File: src/rtl/cpu_if_arbiter.sv
// Round-robin arbiter that shares one CPU_IF target among NUM_MASTERS
// initiators. It holds address and write data for the target across the
// access, and returns completion and read data to the granted initiator. A bus
// timeout aborts accesses to a target that never completes.
module cpu_if_arbiter #(
  parameter int unsigned NUM_MASTERS    = 2,
  parameter int unsigned TIMEOUT_CYCLES = 256,
  parameter logic [31:0] TIMEOUT_DATA   = 32'hDEAD_BEEF,
  localparam int unsigned GW            = $clog2(NUM_MASTERS)
) (
  input  logic                      clk,
  input  logic                      reset,
  input  logic [NUM_MASTERS-1:0]    m_cpu_if_read,
  input  logic [NUM_MASTERS-1:0]    m_cpu_if_write,
  input  logic [NUM_MASTERS*32-1:0] m_cpu_if_write_data,
  input  logic [NUM_MASTERS*30-1:0] m_cpu_if_address,
  output logic [31:0]               m_cpu_if_read_data,
  output logic [NUM_MASTERS-1:0]    m_cpu_if_access_complete,
  output logic                      cpu_if_read,
  output logic                      cpu_if_write,
  output logic [31:0]               cpu_if_write_data,
  output logic [29:0]               cpu_if_address,
  input  logic [31:0]               cpu_if_read_data,
  input  logic                      cpu_if_access_complete,
  output logic [GW-1:0]             grant_id,
  output logic                      busy,
  output logic                      timeout_error
);

  // Round-robin search sum needs one extra bit so ptr+i never overflows.
  localparam int unsigned SW = GW + 1;
  localparam int unsigned CW = (TIMEOUT_CYCLES > 0) ? $clog2(TIMEOUT_CYCLES + 1) : 1;
  localparam logic [CW-1:0] TO_LIMIT = CW'(TIMEOUT_CYCLES);
  localparam logic [SW-1:0] N_SUM    = SW'(NUM_MASTERS);
  localparam logic [GW-1:0] LAST_IDX = GW'(NUM_MASTERS - 1);

  typedef enum logic [1:0] {
    ST_IDLE,
    ST_ISSUE,
    ST_WAIT,
    ST_DONE
  } state_t;

  state_t                  state_q, state_d;
  logic [GW-1:0]           ptr_q, ptr_d;
  logic [GW-1:0]           grant_d;
  logic [CW-1:0]           tcnt_q, tcnt_d;
  logic                    is_write_q, is_write_d;
  logic [29:0]             addr_d;
  logic [31:0]             wdata_d;
  logic [31:0]             rdata_d;
  logic                    rd_d, wr_d, terr_d;
  logic [NUM_MASTERS-1:0]  mcomp_d;
  logic [NUM_MASTERS-1:0]  req;
  logic [SW-1:0]           sum;
  logic [GW-1:0]           pick;
  logic                    found;

  logic [31:0] wdata_arr [NUM_MASTERS];
  logic [29:0] addr_arr  [NUM_MASTERS];

  for (genvar g = 0; g < NUM_MASTERS; g++) begin : g_unpack
    assign wdata_arr[g] = m_cpu_if_write_data[g*32 +: 32];
    assign addr_arr[g]  = m_cpu_if_address[g*30 +: 30];
  end

  assign req = m_cpu_if_read | m_cpu_if_write;

  // Next-state and next-output logic; every output is registered below.
  always_comb begin
    state_d    = state_q;
    ptr_d      = ptr_q;
    grant_d    = grant_id;
    tcnt_d     = tcnt_q;
    is_write_d = is_write_q;
    addr_d     = cpu_if_address;
    wdata_d    = cpu_if_write_data;
    rdata_d    = m_cpu_if_read_data;
    rd_d       = 1'b0;
    wr_d       = 1'b0;
    terr_d     = 1'b0;
    mcomp_d    = '0;
    sum        = '0;
    pick       = '0;
    found      = 1'b0;

    case (state_q)
      ST_IDLE: begin
        // First requester at or after ptr, wrapping modulo NUM_MASTERS.
        for (int unsigned i = 0; i < NUM_MASTERS; i++) begin
          sum = {1'b0, ptr_q} + SW'(i);
          if (sum >= N_SUM) sum = sum - N_SUM;
          if (!found && req[sum[GW-1:0]]) begin
            found = 1'b1;
            pick  = sum[GW-1:0];
          end
        end
        if (found) begin
          grant_d    = pick;
          addr_d     = addr_arr[pick];
          wdata_d    = wdata_arr[pick];
          is_write_d = m_cpu_if_write[pick];
          wr_d       = m_cpu_if_write[pick];
          rd_d       = ~m_cpu_if_write[pick];
          tcnt_d     = '0;
          state_d    = ST_ISSUE;
        end
      end
      ST_ISSUE: begin
        ptr_d  = (grant_id == LAST_IDX) ? '0 : grant_id + GW'(1);
        tcnt_d = tcnt_q + CW'(1);
        if (cpu_if_access_complete) begin
          rdata_d           = cpu_if_read_data;
          mcomp_d[grant_id] = 1'b1;
          state_d           = ST_DONE;
        end else begin
          state_d = ST_WAIT;
        end
      end
      ST_WAIT: begin
        if (cpu_if_access_complete) begin
          rdata_d           = cpu_if_read_data;
          mcomp_d[grant_id] = 1'b1;
          state_d           = ST_DONE;
        end else if (TIMEOUT_CYCLES != 0 && tcnt_q == TO_LIMIT) begin
          rdata_d           = TIMEOUT_DATA;
          mcomp_d[grant_id] = 1'b1;
          terr_d            = 1'b1;
          state_d           = ST_DONE;
        end else begin
          tcnt_d = tcnt_q + CW'(1);
        end
      end
      ST_DONE: begin
        state_d = ST_IDLE;
      end
      default: state_d = ST_IDLE;
    endcase
  end

  // State and registered outputs; reset abandons any in-flight access.
  always_ff @(posedge clk or posedge reset) begin
    if (reset) begin
      state_q                  <= ST_IDLE;
      ptr_q                    <= '0;
      tcnt_q                   <= '0;
      is_write_q               <= 1'b0;
      grant_id                 <= '0;
      cpu_if_address           <= '0;
      cpu_if_write_data        <= '0;
      m_cpu_if_read_data       <= '0;
      cpu_if_read              <= 1'b0;
      cpu_if_write             <= 1'b0;
      m_cpu_if_access_complete <= '0;
      timeout_error            <= 1'b0;
      busy                     <= 1'b0;
    end else begin
      state_q                  <= state_d;
      ptr_q                    <= ptr_d;
      tcnt_q                   <= tcnt_d;
      is_write_q               <= is_write_d;
      grant_id                 <= grant_d;
      cpu_if_address           <= addr_d;
      cpu_if_write_data        <= wdata_d;
      m_cpu_if_read_data       <= rdata_d;
      cpu_if_read              <= rd_d;
      cpu_if_write             <= wr_d;
      m_cpu_if_access_complete <= mcomp_d;
      timeout_error            <= terr_d;
      busy                     <= (state_d != ST_IDLE);
    end
  end

endmodule

File: config.mk
export PLATFORM = sky130hd
export DESIGN_NAME = cpu_if_arbiter
export DESIGN_NICKNAME = d
export VERILOG_FILES = /design/src/rtl/cpu_if_arbiter.sv
export SDC_FILE = /design/constraint.sdc
export NUM_CORES = 1
export LEC_CHECK = 0
export ABC_AREA = 1
export ABC_CLOCK_PERIOD_IN_PS = 5300
export CORE_ASPECT_RATIO = 1.1
export CORE_MARGIN = 5
export CORE_UTILIZATION = 41
export CTS_CLUSTER_SIZE = 16
export DETAILED_ROUTE_END_ITERATION = 8
export HOLD_SLACK_MARGIN = 0.15
export PLACE_DENSITY_LB_ADDON = 0.25
export SYNTH_ARGS = -nofsm -noshare
export SYNTH_HDL_FRONTEND = slang
export SYNTH_SLANG_ARGS = --single-unit
File: constraint.sdc
create_clock -name clk -period 5.3 [get_ports clk]
set_input_delay 1.59 -clock clk [delete_from_list [all_inputs] [get_ports clk]]
set_output_delay 1.59 -clock clk [all_outputs]
set_load 0.02 [all_outputs]
Word-level counts from Yosys, hierarchy flattened
Index checks and enable logic that the tools add are counted.
{"block": "op_classes", "add_sub_neg": 5, "mul": 0, "div_mod_pow": 0, "magnitude_cmp": 8, "n_eq_ne": 9, "n_shift": 0, "mux": 50, "n_bitwise": 3, "n_reduce_logical": 10}
{"operator": "32-bit two-way mux", "count": 6}
{"operator": "30-bit two-way mux", "count": 3}
{"operator": "32-bit one-hot mux with 2 select lines", "count": 1}
{"operator": "1-bit two-way mux", "count": 27}
{"operator": "9-bit two-way mux", "count": 3}
{"operator": "9-bit one-hot mux with 3 select lines", "count": 1}
{"operator": "2-bit two-way mux", "count": 6}
{"operator": "9-bit by 1-bit adder with 9-bit output (second input constant)", "count": 1}
{"operator": "9-bit equality test (second input constant)", "count": 1}
{"operator": "1-bit by 2-bit less-than comparator with 1-bit output (second input constant)", "count": 4}
{"operator": "2-bit inequality test (second input constant)", "count": 4}
{"operator": "2-bit one-hot mux with 4 select lines", "count": 1}
{"operator": "2-bit equality test (second input constant)", "count": 2}
{"operator": "2-bit >= comparator (second input constant)", "count": 2}
{"operator": "2-bit one-hot mux with 2 select lines", "count": 1}
{"operator": "4-bit AND reduction", "count": 1}
{"operator": "2-bit nonzero test", "count": 2}
{"operator": "3-bit inequality test (second input constant)", "count": 1}
{"operator": "3-bit AND reduction", "count": 1}
{"operator": "3-bit nonzero test", "count": 1}
{"operator": "1-bit by 1-bit adder with 2-bit output (second input constant)", "count": 1}
{"operator": "2-bit by 1-bit equality test with 1-bit output (second input constant)", "count": 1}
{"operator": "1-bit by 2-bit >= comparator with 1-bit output (second input constant)", "count": 1}
{"operator": "1-bit logical AND", "count": 2}
{"operator": "other kinds (10)", "count": 11}
{"block": "word_totals", "ff_bits": 113, "latch_bits": 0, "mem_bits_rw": 0, "mem_bits_ro": 0, "inputBits": 163, "out_inout_bits": 101, "wordCells": 97, "memories": 0}

Depth between registers and ports, before layout
Gate-level depths: netlist of run 1.
{"block": "depth", "word_depth": 16, "mapped_depth": 11, "ltp_nobuf": 10}

Least setup slack after synthesis of run 1
No wires, ideal clock.
{"block": "synth_path", "path_kind": "in2reg", "start": "input port m_cpu_if_write[0]", "end": "register cpu_if_address[10]", "setup_time_ns": 0.124, "arrival_ns": 2.301, "required_ns": 5.176, "slack_ns": 2.875, "path_stages": 6, "path_buffers": 2, "cell_sequence": "nor2_1 > o22ai_1 > buf_4 > buf_4 > a21oi_1 > a21oi_1"}
{"block": "synth_between", "elab_chain_len": 13, "word_cells_on_any_way": 19, "cone_classes": "mux (14); bitwise (2); reduce/logical (3)"}
{"element": "start: declaration", "line": "14", "rtl": "input logic [NUM_MASTERS-1:0] m_cpu_if_write,"}
{"element": "2-bit OR (*)", "line": "67", "rtl": "assign req = m_cpu_if_read | m_cpu_if_write;"}
{"element": "1-bit two-way mux (implied by the code) (2 in series)", "line": "93", "rtl": "if (!found && req[sum[GW-1:0]]) begin"}
{"element": "1-bit two-way mux", "line": "93"}
{"element": "1-bit two-way mux", "line": "87", "rtl": "case (state_q)"}
{"element": "1-bit logical NOT", "line": "93"}
{"element": "1-bit logical AND", "line": "93"}
{"element": "1-bit two-way mux", "line": "93"}
{"element": "1-bit two-way mux", "line": "87"}
{"element": "1-bit NOT with 2-bit output (implied by the code)", "line": "100", "rtl": "addr_d = addr_arr[pick];"}
{"element": "30-bit two-way mux (implied by the code) (3 in series)", "line": "100"}
{"element": "end signal: assignment", "line": "163", "rtl": "cpu_if_address <= addr_d;"}
{"element": "end: declaration", "line": "22", "rtl": "output logic [29:0] cpu_if_address,"}
Every way passes the cells marked *; elsewhere a longest branch is shown, timed or not. The select of a mux whose other input is x is not followed.
A chain may end at the register's enable or synchronous reset.

Final worst setup path of run 1
{"block": "layout_path", "start": "input port m_cpu_if_write[0]", "end": "register tcnt_q[2]"}
{"block": "layout_between", "elab_chain_len": 11, "word_cells_on_any_way": 13, "cone_classes": "eq/ne (1); mux (8); bitwise (1); reduce/logical (3)"}
{"element": "2-bit OR (*)", "line": "67"}
{"element": "1-bit two-way mux (implied by the code) (2 in series)", "line": "93"}
{"element": "1-bit two-way mux", "line": "93"}
{"element": "1-bit two-way mux", "line": "87"}
{"element": "1-bit logical NOT", "line": "93"}
{"element": "1-bit logical AND", "line": "93"}
{"element": "1-bit two-way mux (*)", "line": "93"}
{"element": "1-bit two-way mux (*)", "line": "87"}
{"element": "2-bit inequality test (no source line) (*)"}
{"element": "4-bit AND reduction (no source line) (*)"}
{"element": "end signal: assignment", "line": "160", "rtl": "tcnt_q <= tcnt_d;"}
{"element": "end: declaration", "line": "47", "rtl": "logic [CW-1:0] tcnt_q, tcnt_d;"}
Marks and branches as above.

==> summary by stage, run 1 <==
Route
After detailed routing, the number of remaining DRC violations is 0. Before antenna repair, the detailed router went through 4 iterations. The number of antenna-violating nets in the routed design is 0. Dividing the detail-routed via count by the number of cells gives roughly 5. The routed length per instance is around 17 um. The via count is 5162. Wires add up to roughly 17 mm. For this block, the initial DRC count from the detailed router was between 300 and 400.

Critical path
The data arrival time at the worst-slack endpoint is between 3 and 4 ns. The worst endpoint required time is approximately 5.6 ns. On the critical path the largest part of the delay comes from buffers and inverters.

The highest net fanout along the worst path is 65. The critical path start-end classification is in -> reg. In this design, the stage delay of the slowest critical-path cell is 0.58 ns. The worst setup path is launched from an input port. The critical path goes through clkdlybuf4s50_1, nor2_1, nand2_1, nand2_2, buf_4, nand2_1, nand2_4, nand2_1, o21ai_2. The cell at the slowest stage of the critical path is buf_4. The cell repeated most along the worst path is nand2_1. STA classifies the critical path endpoint as a flop.

The number of buffer and inverter instances along the worst setup path is 2.

Floorplan
The initial utilization of the core area, before any placement, comes to 41.9%. The floorplan die height is 129 um. From left edge to right edge, the die measures about 120 um.

The number of primary I/O pins is about 260. The floorplan has between 40 and 50 rows. The floorplan step defined a die boundary enclosing between 15000 and 20000 um^2. The core outline area is approximately 13000 um^2.

Synth
Counting instances in the post-synthesis netlist gives the leading cell types as nand2_1 (142), a21oi_1 (127), dfrtp_1 (113). The cell type contributing the most total cell area after synthesis is dfrtp_1. The share of the synthesized area in the top cell type is a little over half. Dividing the synthesized area by the synthesized cell count gives 8.63 um^2.

Yosys attributes the largest share of cell area to dfrtp_1 (53%), a21oi_1 (12%), nand2_1 (10%). The total of warnings raised by yosys is 0. The register area share after synthesis is between 50% and 60%.

Synthesis produced a netlist with a net count of between 700 and 800. The most common cell in the netlist is nand2_1. The commonest register cell after synthesis is dfrtp_1. The count of flip-flops with a built-in enable after synthesis is 0.

Summing every instance area after synthesis gives between 5000 and 6000 um^2. The number of distinct library cells after synthesis is 22. In the synthesized netlist, the number of instances is slightly above 600.

The number of synthesized register bits is 113. The async set-or-reset flop fraction in the synthesized netlist is 100%.

Status
The run finished with clean final reports.

Global routing
The first-pass GRT wire length is 27.9 mm. The number of global-route vias before repair is ~5.4k. The number of antenna violations at the first check in global routing came to 0.

The routing layer with the top usage in global route is met2. After global routing the overflow that remains totals 0. The total routing resource utilization after global routing is 22.9%. In the global route stage, met3 resource usage came out at between 8 and 9%. Entering global routing, the biggest net connects 66 pins. The global-route met2 utilization is between 30% and 40%. The met1 track demand over resource in global routing is around 25%.

Clock tree
The count of buffers added by post-CTS timing repair for setup is 0. The TritonCTS buffer count is 17. After clock tree synthesis, the repair step resized 0 gates. The latest clock arrival within the worst-skew pair is about 0.40 ns.

The clock tree from TritonCTS is built. The total clock sinks is approximately 110. The H-tree generated during clock tree synthesis spans 4 levels.

After clock tree synthesis, the clock-pin slew on the worst setup and hold paths is about 0.05 ns. In this run the clock root is driven by a clkbuf_16. The number of buffers inserted by hold repair at cts is 0. The longest clock path from root to sink contains 2 buffers.

STA
Adding up every negative setup slack in the final design gives 0 ns. The number of hold violations in the final report is 0. In this run the tightest slew margin relative to its limit is approximately a quarter. The routed design could run at a clock period as short as roughly 3.4 ns.

The setup-violating endpoint count in the final report is 0. The part of the cycle the worst path needs is roughly 63%. The number of slew-limit violations in the final report is 0. Setup repair after global routing left no endpoint under its margin. The timing-limited maximum frequency is 297 MHz.

The clock arrives with between 0.007 and 0.008 ns of skew. For the pin with the worst max-slew slack, the measured transition is ~1.1 ns.

Placement
At the end of routability-driven placement, the weighted congestion stood at roughly 0.83. Summed over all nets, the half-perimeter wirelength after detailed placement is ~13 mm. The cell area after placement is about 8000 um^2. Including well taps, the total number of placed cells is roughly 1.0k. Buffers placed on the I/O ports in this run total ~260.

Power and ir drop
For this design the static power due to leakage is around 3.7 nW. The worst vdd rail ir drop is about 0.34 mV. Dividing total power by cell area gives a power density of 620 nW/um^2.

Cells and area
At the end of the flow, the number of nets in the layout was between 1k and 1.5k. The post-route non-filler standard cell count is 1033. Cells with a size suffix above 1 make up about a tenth of the layout.

The repair_antennas step left the layout with diodes totalling 0. Compared with the post-synthesis result, the final layout area differs by 60.7%. The total non-filler cell area in the finished layout is 8510 um^2.

Cells fill 67.3% of the core in the end.

Worst hold path
The tightest min-delay check is of the reg -> reg type.

Run
Across the run, the number of max-cap violations was 0.
-- worst paths after layout --
check	startpoint	endpoint	slack (ns)	depth (start not counted)
max	m_cpu_if_write[0]	tcnt_q[2]$_DFFE_PP0P_	1.94	9
min	m_cpu_if_read_data[20]$_DFFE_PP0P_	m_cpu_if_read_data[20]$_DFFE_PP0P_	0.48	2
max reg2reg	state_q[0]$_DFF_PP0_	m_cpu_if_read_data[17]$_DFFE_PP0P_	3.16	7
min reg2reg	m_cpu_if_read_data[20]$_DFFE_PP0P_	m_cpu_if_read_data[20]$_DFFE_PP0P_	0.48	2
max in group asynchronous	reset	m_cpu_if_read_data[5]$_DFFE_PP0P_	2.75	3
min in group asynchronous	reset	m_cpu_if_read_data[28]$_DFFE_PP0P_	1.62	2
-- per-stage QoR --
step / total power, mW / hold WS, ns / worst slack (ns)
finish: 5.27 / 0.480 / 1.94
global route: 5.63 / 0.495 / 1.82
CTS: 5.33 / 0.481 / 1.98
detailed placement: 4.18 / 0.467 / 1.55
global placement: 4.10 / 0.464 / 1.62
floorplan: 3.08 / 0.496 / 0.723
-- cells by family after synthesis --
group,count (synthesis),share of synthesized area [%]
AND/OR/NAND/NOR,263,19.8
AO/OA/AOI/OAI,174,19.4
flip-flops,113,53.4
buffers and inverters,59,6.33
adder cells (fa/ha/maj),5,1.18
-- where the power goes --
| part | switching, mW | total (mW) | leakage (nW) | internal [mW] |
|---|---|---|---|---|
| logic | 1.54 | 2.67 | 2.10 | 1.13 |
| clock network | 0.376 | 1.12 | 0.285 | 0.743 |
| registers | 0.217 | 1.49 | 1.33 | 1.27 |
| total | 2.13 | 5.27 | 3.72 | 3.14 |
-- area by class of cell --
type / instances / area, um^2
fill: 1023 / 4130
inverter: 23 / 88.8
sequential: 113 / 2830
clock inverter: 11 / 139
timing repair buffer: 267 / 2660
multi-input combinational: 442 / 2150
tap: 157 / 196
clock buffer: 20 / 447
-- cell usage in the layout, fill, tap and decap left out, drive strengths merged, types with 2 or more instances in the layout --
cell	instances
nand2	148
buf	4
ha	5
nand3	12
bufinv	3
a21oi	127
nor2	102
clkdlybuf4s50	263
clkbuf	20
o21ai	46
clkinvlp	2
dfrtp	113
inv	22
clkinv	7
-- flip-flops by register name, summed over array words and instances (netlist names) --
| register | count |
|---|---|
| cpu_if_write | 1 |
| tcnt_q | 9 |
| timeout_error | 1 |
| m_cpu_if_read_data | 32 |
| cpu_if_write_data | 32 |
| busy | 1 |
| ptr_q | 1 |
| cpu_if_read | 1 |
| state_q | 2 |
| m_cpu_if_access_complete | 2 |
| cpu_if_address | 30 |
| grant_id | 1 |
-- worst register-to-register path: stages, from the launching register on --
cell      delay (ns)
dfrtp_1         0.38
inv_1           0.10
ha_1            0.25
inv_1           0.12
nor2_4          0.47
clkinv_1        0.42
nand2_1         0.17
o21ai_2         0.07
-- metal layers --
layer  vias to the layer above  part of all wire (%)
met1                      2405                    37
met2                       209                    52
li1                       2506                     -
met4                         0                   3.9
met5                         -                     0
met3                        42                   8.0
Note: power is estimated with default switching activity, not from simulation.
==> run 2, diff against run 1 <==
ABC_CLOCK_PERIOD_IN_PS = 3450   (was 5300)
clock period = 3.45 ns   (was 5.3 ns; I/O delays follow)
==> run 2 against run 1 <==
  * Hold slack worse by 0.0045 ns
  * Highest routed layer unchanged
  * Flip-flop and latch count did not move
  * Critical endpoint is now cpu_if_write_data[2]$_DFFE_PP0P_
  * Routed wire length is essentially flat
  * First-iteration DRC count up 31%
  * Worst setup slack got worse by 1.2 ns
  * Non-clock buffer count rose by 4
  * Sequential power rose by 54%
  * Cell count is 0.19% higher
==> summary by stage, run 2 (same netlist as run 1, synthesis figures left out) <==
Worst hold path
The hold path endpoint is m_cpu_if_read_data[8]$_DFFE_PP0P_. The min-delay analysis places its worst path in the category reg -> reg. The startpoint identified for the worst hold timing path is m_cpu_if_read_data[8]$_DFFE_PP0P_. The worst hold path was traced through 2 stages.

Critical path
Counting cells, the worst reg-to-reg path comes to 6. The origin of the critical flop-to-flop path is state_q[0]$_DFF_PP0_. The number of buffer and inverter instances along the worst setup path is 2. In this run the critical register-to-register path is captured at cpu_if_write_data[2]$_DFFE_PP0P_.

The highest net fanout along the worst path is between 60 and 70. The first element of the critical path is m_cpu_if_write[1]. The cell at the slowest stage of the critical path is inv_2. The delay of the slowest cell on the worst path is roughly 0.8 ns. Data on the critical path is required at its endpoint by around 3.8 ns.

The kind of capture point of the worst setup path is a flop. By instance count, the cell type seen most on the critical path is nor2_1. The worst setup path is launched from an input port. For the worst setup path, the data arrival time is about 3 ns. The signal on the critical path passes through clkdlybuf4s50_1, nor2_1, nand2_1, nand2_2, inv_2, nor2_1, a21oi_1.

The kind of cell adding the most delay to the critical path is buffers and inverters. For flop-to-flop paths, the worst setup slack is between 1 and 1.5 ns. The critical path start-end classification is in -> reg.

STA
The headroom to the max-slew limit is between 20% and 30%. The final worst hold slack is about 0.48 ns. The timing-limited maximum frequency is ~370 MHz. The transition time at the pin with the least slew margin is approximately 1.1 ns.

The smallest setup slack after layout is ~0.77 ns. For the final routed database, the setup TNS stands at 0 ns. The worst clock skew on the final layout is a little over 0.007 ns.

The setup-violating endpoint count in the final report is 0. The number of slew-limit violations in the final report was 0. The part of the cycle the worst path needs is just under 80%.

Setup repair after global routing left no endpoint under its margin. The time the final worst path needs with I/O delays and setup is about 2.7 ns. The number of hold violations in the final report was 0.

Floorplan
The die is ~130 um tall. The core region is around 13000 um^2. The area of the die is about 15000 um^2. The number of primary I/O pins is between 200 and 300. The standard-cell row count is 43.

Once the floorplan was initialized, standard cells occupied a little over two fifths of the core. The width of the die is ~120 um.

Placement
Before CTS, the worst setup slack after placement is around 0.38 ns. The cell area after placement is between 7000 and 8000 um^2. The cell total after placement is 1006. The wire-length estimate of the detail-placed layout is roughly 13 mm.

In this run the tool buffered the top-level ports with approximately 260 buffer cells. The global placer's final weighted congestion is 0.834.

Cells and area
The post-route non-filler standard cell count is a little over 1k. The net count reported at finish is between 1k and 1.5k. The utilization after layout is roughly two thirds. The area used by multi-input combinational logic is between 2000 and 2500 um^2. The largest registers in the layout are cpu_if_write_data x32, m_cpu_if_read_data x32, cpu_if_address x30. Relative to the synthesized area, the layout overhead comes to 61.8%. Counting the fill cells in the layout gives 1026. The antenna cell count is 0.

The finished cells cover roughly 8600 um^2. Summing all flip-flop and latch instances after layout gives ~2800 um^2. Of the cells placed in the final design, the portion with a size suffix greater than 1 is just over 10%.

In the layout the commonest cells are clkdlybuf4s50_1 (263), nand2_1 (141), a21oi_1 (127). The most frequent standard cell in the layout excluding fill and tap cells is clkdlybuf4s50_1.

Route
In the final routed layout, each cell accounts on average for 16.8 um. The DRC violation total after the first TritonRoute iteration is 400. After detailed routing, the number of remaining DRC violations is 0.

The final layout contains routed wiring with a total length of around 17 mm. The number of antenna-violating nets in the routed design is 0. The via count normalized by instance count is 5.03. Summing over every cut layer, the via total after detailed routing is ~5.2k. The first TritonRoute pass finished after 4 iterations.

Power and ir drop
The analysis attributes to cell leakage a power of 3.75 nW. Across the VDD grid, the largest voltage drop is between 0.6 and 0.7 mV. The design draws ~8 mW. For this design the ratio of total power to cell area is between 900 and 1000 nW/um^2.

Clock tree
The total clock sinks is 113. The number of setup buffers added after CTS is 0. The latest clock arrival within the worst-skew pair is 0.41 ns. After clock tree synthesis, the flow added hold-fix buffers numbering 0. TritonCTS built the clock tree. In this run, CTS created clock tree buffers numbering 17. After clock tree synthesis, the clock-pin slew on the worst setup and hold paths is 0.05 ns. The number of gates resized after cts is 0. The cell at the root of the clock tree is clkbuf_16.

The maximum level of the CTS H-tree is 4. The maximum clock insertion buffer count is 2.

Global routing
The total routing resource utilization after global routing is 22.7%. The first-pass GRT wire length is ~28 mm. The aggregate global routing overflow is 0. The maximum number of pins on one net before global-route repair is 65. The number of global-route vias before repair is roughly 5.4k. The number of antenna violations at the first check in global routing is 0.

Status
The run finished with clean final reports.

Run
The tool flagged a number of max-cap violations equal to 0.
## run 2: layout make-up
cell class | count | share of cell area (%)
timing repair buffer | 271 | 31.8
multi-input combinational | 442 | 25.1
sequential | 113 | 33.0
tap | 157 | 2.29
clock buffer | 23 | 5.81
clock inverter | 6 | 0.934
inverter | 23 | 1.05
## run 2: routing by layer
layer,global-route usage [%],part of all wire [%],vias up
li1,-,-,2514
met1,25.7,38,2431
met2,39.2,51,217
met3,7.81,7.7,43
met4,9.87,3.5,0
met5,0,0,-
## run 2: worst max path at each step
stage                     cells past startpoint                                end  slack, ns
after CTS                                     7   cpu_if_write_data[2]$_DFFE_PP0P_       0.79
after global routing                          7  cpu_if_write_data[16]$_DFFE_PP0P_       0.64
final                                         7   cpu_if_write_data[2]$_DFFE_PP0P_       0.77
after floorplan                               1                     busy$_DFF_PP0_       1.04
after detailed placement                      7  cpu_if_write_data[17]$_DFFE_PP0P_       0.38
after global placement                        7  cpu_if_write_data[21]$_DFFE_PP0P_       0.49
## run 2: worst min-delay path: cells and delay by family, from the launching register on
| family | cells | cell delay, ns |
|---|---|---|
| and+or+nand+nor | 1 | 0.06 |
| AOI/OAI and AO/OA | 1 | 0.05 |
| DFF | 1 | 0.33 |
## run 2: power by group
group | internal (mW) | leakage (nW) | switching (mW) | total (mW)
Combinational | 1.76 | 2.13 | 2.38 | 4.14
Sequential | 1.95 | 1.33 | 0.338 | 2.29
Clock | 1.14 | 0.291 | 0.562 | 1.70
Total | 4.85 | 3.75 | 3.28 | 8.13
==> run 3, diff against run 2 <==
ABC_CLOCK_PERIOD_IN_PS = 2500   (was 3450)
clock period = 2.5 ns   (was 3.45 ns; I/O delays follow)
==> run 3 against run 2 <==
  * Critical path depth is 6 lower
  * Global-route usage hardly changed
  * Flip-flop and latch count stayed put
  * Cell area hardly changed
  * Register-to-register slack worse by 0.55 ns
  * Sequential share of layout area hardly changed
  * Combinational power is 39% higher
  * Via count is 0.94% higher
  * Clock power is 26% higher
  * Clock skew is 0.0026 ns higher
  * Die area stayed put
  * Cell count hardly changed
  * Critical endpoint is now grant_id
  * Highest routed layer unchanged
==> summary by stage, run 3 (same netlist as run 1, synthesis figures left out) <==
Cells and area
The most frequent standard cell in the layout excluding fill and tap cells is clkdlybuf4s50_1. The number of filler cells placed in the layout is just under 1k. The largest registers in the layout are cpu_if_write_data x32, m_cpu_if_read_data x32, cpu_if_address x30. Measured on the finished design, the core utilization comes to between 60 and 70%. The net count reported at finish is between 1k and 1.5k. The layout-stage area growth over the synthesis result is 62.0%.

0 antenna diodes ended up in the layout. In the layout the commonest cells are clkdlybuf4s50_1 (263), nand2_1 (141), a21oi_1 (127). The ratio of cells with drive above 1 in the final layout is 10.3%. The total non-filler cell area in the finished layout is between 8000 and 9000 um^2.

Floorplan
The core outline area is 12600 um^2. Measured along the y axis, the die boundary spans 129 um. In this run the horizontal extent of the chip is 118 um. The number of primary I/O pins is 264. The standard-cell row count is 43.

The starting utilization of the core area is a little over two fifths. The area of the die is roughly 15000 um^2.

Critical path
STA classifies the critical path startpoint as a flop. The critical path goes through clkdlybuf4s50_1. Of all nets on the critical path, the largest fanout is 5.

Together, buffers and inverters on the worst path number 1. The kind of cell adding the most delay to the critical path is buffers and inverters. At the worst endpoint, the arrival time is 1.48 ns. The kind of capture point of the worst setup path is an output pin. The critical path is of the reg -> out type. On the worst path, the slowest cell contributes a delay of between 0.6 and 0.7 ns. The cell at the slowest stage of the critical path is clkdlybuf4s50_1. The worst endpoint required time is ~1.8 ns.

STA
Setup repair after global routing left no endpoint under its margin. The worst clock skew on the final layout is around 0.0098 ns. For the pin with the worst max-slew slack, the measured transition is ~0.44 ns.

The number of hold violations in the final report is 0. The part of the cycle the worst path needs is between 80 and 90%. Timing would allow up to 449 MHz.

The headroom to the max-slew limit is between 70% and 80%. The number of slew-limit violations in the final report is 0. The aggregate negative setup slack is 0 ns. Setup violations remaining at the end of the flow were counted as 0.

The time the final worst path needs with I/O delays and setup is roughly 2.2 ns.

Clock tree
Counting every sink on the clock net gives ~110. For this design, the CTS-stage hold fixing added 0 buffers. In this run, CTS created clock tree buffers numbering 17. The maximum level of the CTS H-tree is 4. After clock tree synthesis, the repair step resized 0 gates. TritonCTS built the clock tree. The latest clock arrival within the worst-skew pair is approximately 0.4 ns. The clock-pin slew on the worst setup and hold paths is about 0.050 ns. The cell at the root of the clock tree is clkbuf_16. The clock passes through at most 2 buffers.

Buffers added to address setup during post-CTS repair amount to 0.

Global routing
Summed over all layers, the global routing overflow is 0. The number of global-route vias before repair is roughly 5.4k. The maximum number of pins on one net before global-route repair is 65. The first-pass GRT wire length is around 28 mm. Global routing consumed, over all layers together, roughly 23% of the routing resources.

The number of antenna violations at the first check in global routing is 0.

Route
The via count normalized by instance count is 5.08. After detailed routing, the average wire length per cell comes to about 17 um. The total detailed-routing wirelength is around 17 mm. The count of nets left with antenna violations once routing finished came out at 0. The first routing iteration left approximately 310 violations. The number of DRC violations after detailed routing is 0. The via count is around 5.3k. For this run, the detailed router's first-pass iteration total came to 4.

Run
Across the run, the number of max-cap violations was 0.

Power and ir drop
Power spread over the standard cell area amounts to ~1300 nW/um^2. For this design the static power due to leakage is around 3.8 nW. Internal power comes to 6.60 mW. In this run, flip-flops and latches consume about 29% of the power. The worst vdd rail ir drop is ~0.79 mV. The net switching component of the power is roughly 4.5 mW. The relative contribution of the clock network to total power is a little under 20%.

The overall power is between 10 and 15 mW. Combinational logic is responsible for between 50% and 60% of the overall power. Of the total power, the share spent switching nets is between 40 and 50%.

Status
The flow ran to the end, and the final reports show no timing, DRC or antenna violations.

Placement
The cell area after placement is 8060 um^2. At the end of routability-driven placement, the weighted congestion stood at roughly 0.84. Input and output buffers added on the ports amount to between 200 and 300. Detailed placement ended at an HPWL of around 13 mm.

Worst hold path
The class of the worst hold path is reg -> reg.
## run 3: layer usage
layer  wire (um)  vias up  track usage [%]  part of all wire (%)
met5           0        -                0                     0
met4         474        0             8.47                   2.7
met3        1220       31             7.33                   7.0
met2        9180      226             40.2                    53
met1        6590     2491             25.8                    38
li1            -     2506                -                     -
## run 3: area by class of cell
type	count	area (um^2)	share of cell area [%]
clock buffer	25	526	6.12
inverter	23	90.1	1.05
multi-input combinational	442	2150	25.1
sequential	113	2830	32.9
tap	157	196	2.29
timing repair buffer	274	2790	32.5
## run 3: final timing paths
| check | startpoint | end | slack [ns] | depth (start not counted) |
|---|---|---|---|---|
| hold reg to reg | m_cpu_if_read_data[14]$_DFFE_PP0P_ | m_cpu_if_read_data[14]$_DFFE_PP0P_ | 0.48 | 2 |
| hold / removal | m_cpu_if_read_data[14]$_DFFE_PP0P_ | m_cpu_if_read_data[14]$_DFFE_PP0P_ | 0.48 | 2 |
| max in group asynchronous | reset | cpu_if_write$_DFF_PP0_ | 1.40 | 3 |
| setup reg to reg | state_q[0]$_DFF_PP0_ | m_cpu_if_read_data[15]$_DFFE_PP0P_ | 0.86 | 8 |
| min in group asynchronous | reset | cpu_if_address[23]$_DFFE_PP0P_ | 0.78 | 3 |
| setup / recovery | grant_id$_DFFE_PP0P_ | grant_id | 0.27 | 1 |
## run 3: through the flow
step	hold slack (ns)	instances	worst slack, ns
6_report	0.475	1034	0.273
5_1_grt	0.498	1034	0.179
4_1_cts	0.481	1034	0.213
3_5_place_dp	0.467	1009	0.112
3_3_place_gp	0.464	1009	0.185
2_1_floorplan	0.496	614	0.379
## run 3: power groups by stage
stage / logic [mW] / clock network [mW] / registers, mW
global placement: 5.67 / 0 / 3.16
CTS: 5.83 / 2.19 / 3.19
detailed placement: 5.81 / 0 / 3.19
floorplan: 2.41 / 0 / 4.11
finish: 5.77 / 2.14 / 3.18
global route: 6.25 / 2.28 / 3.28
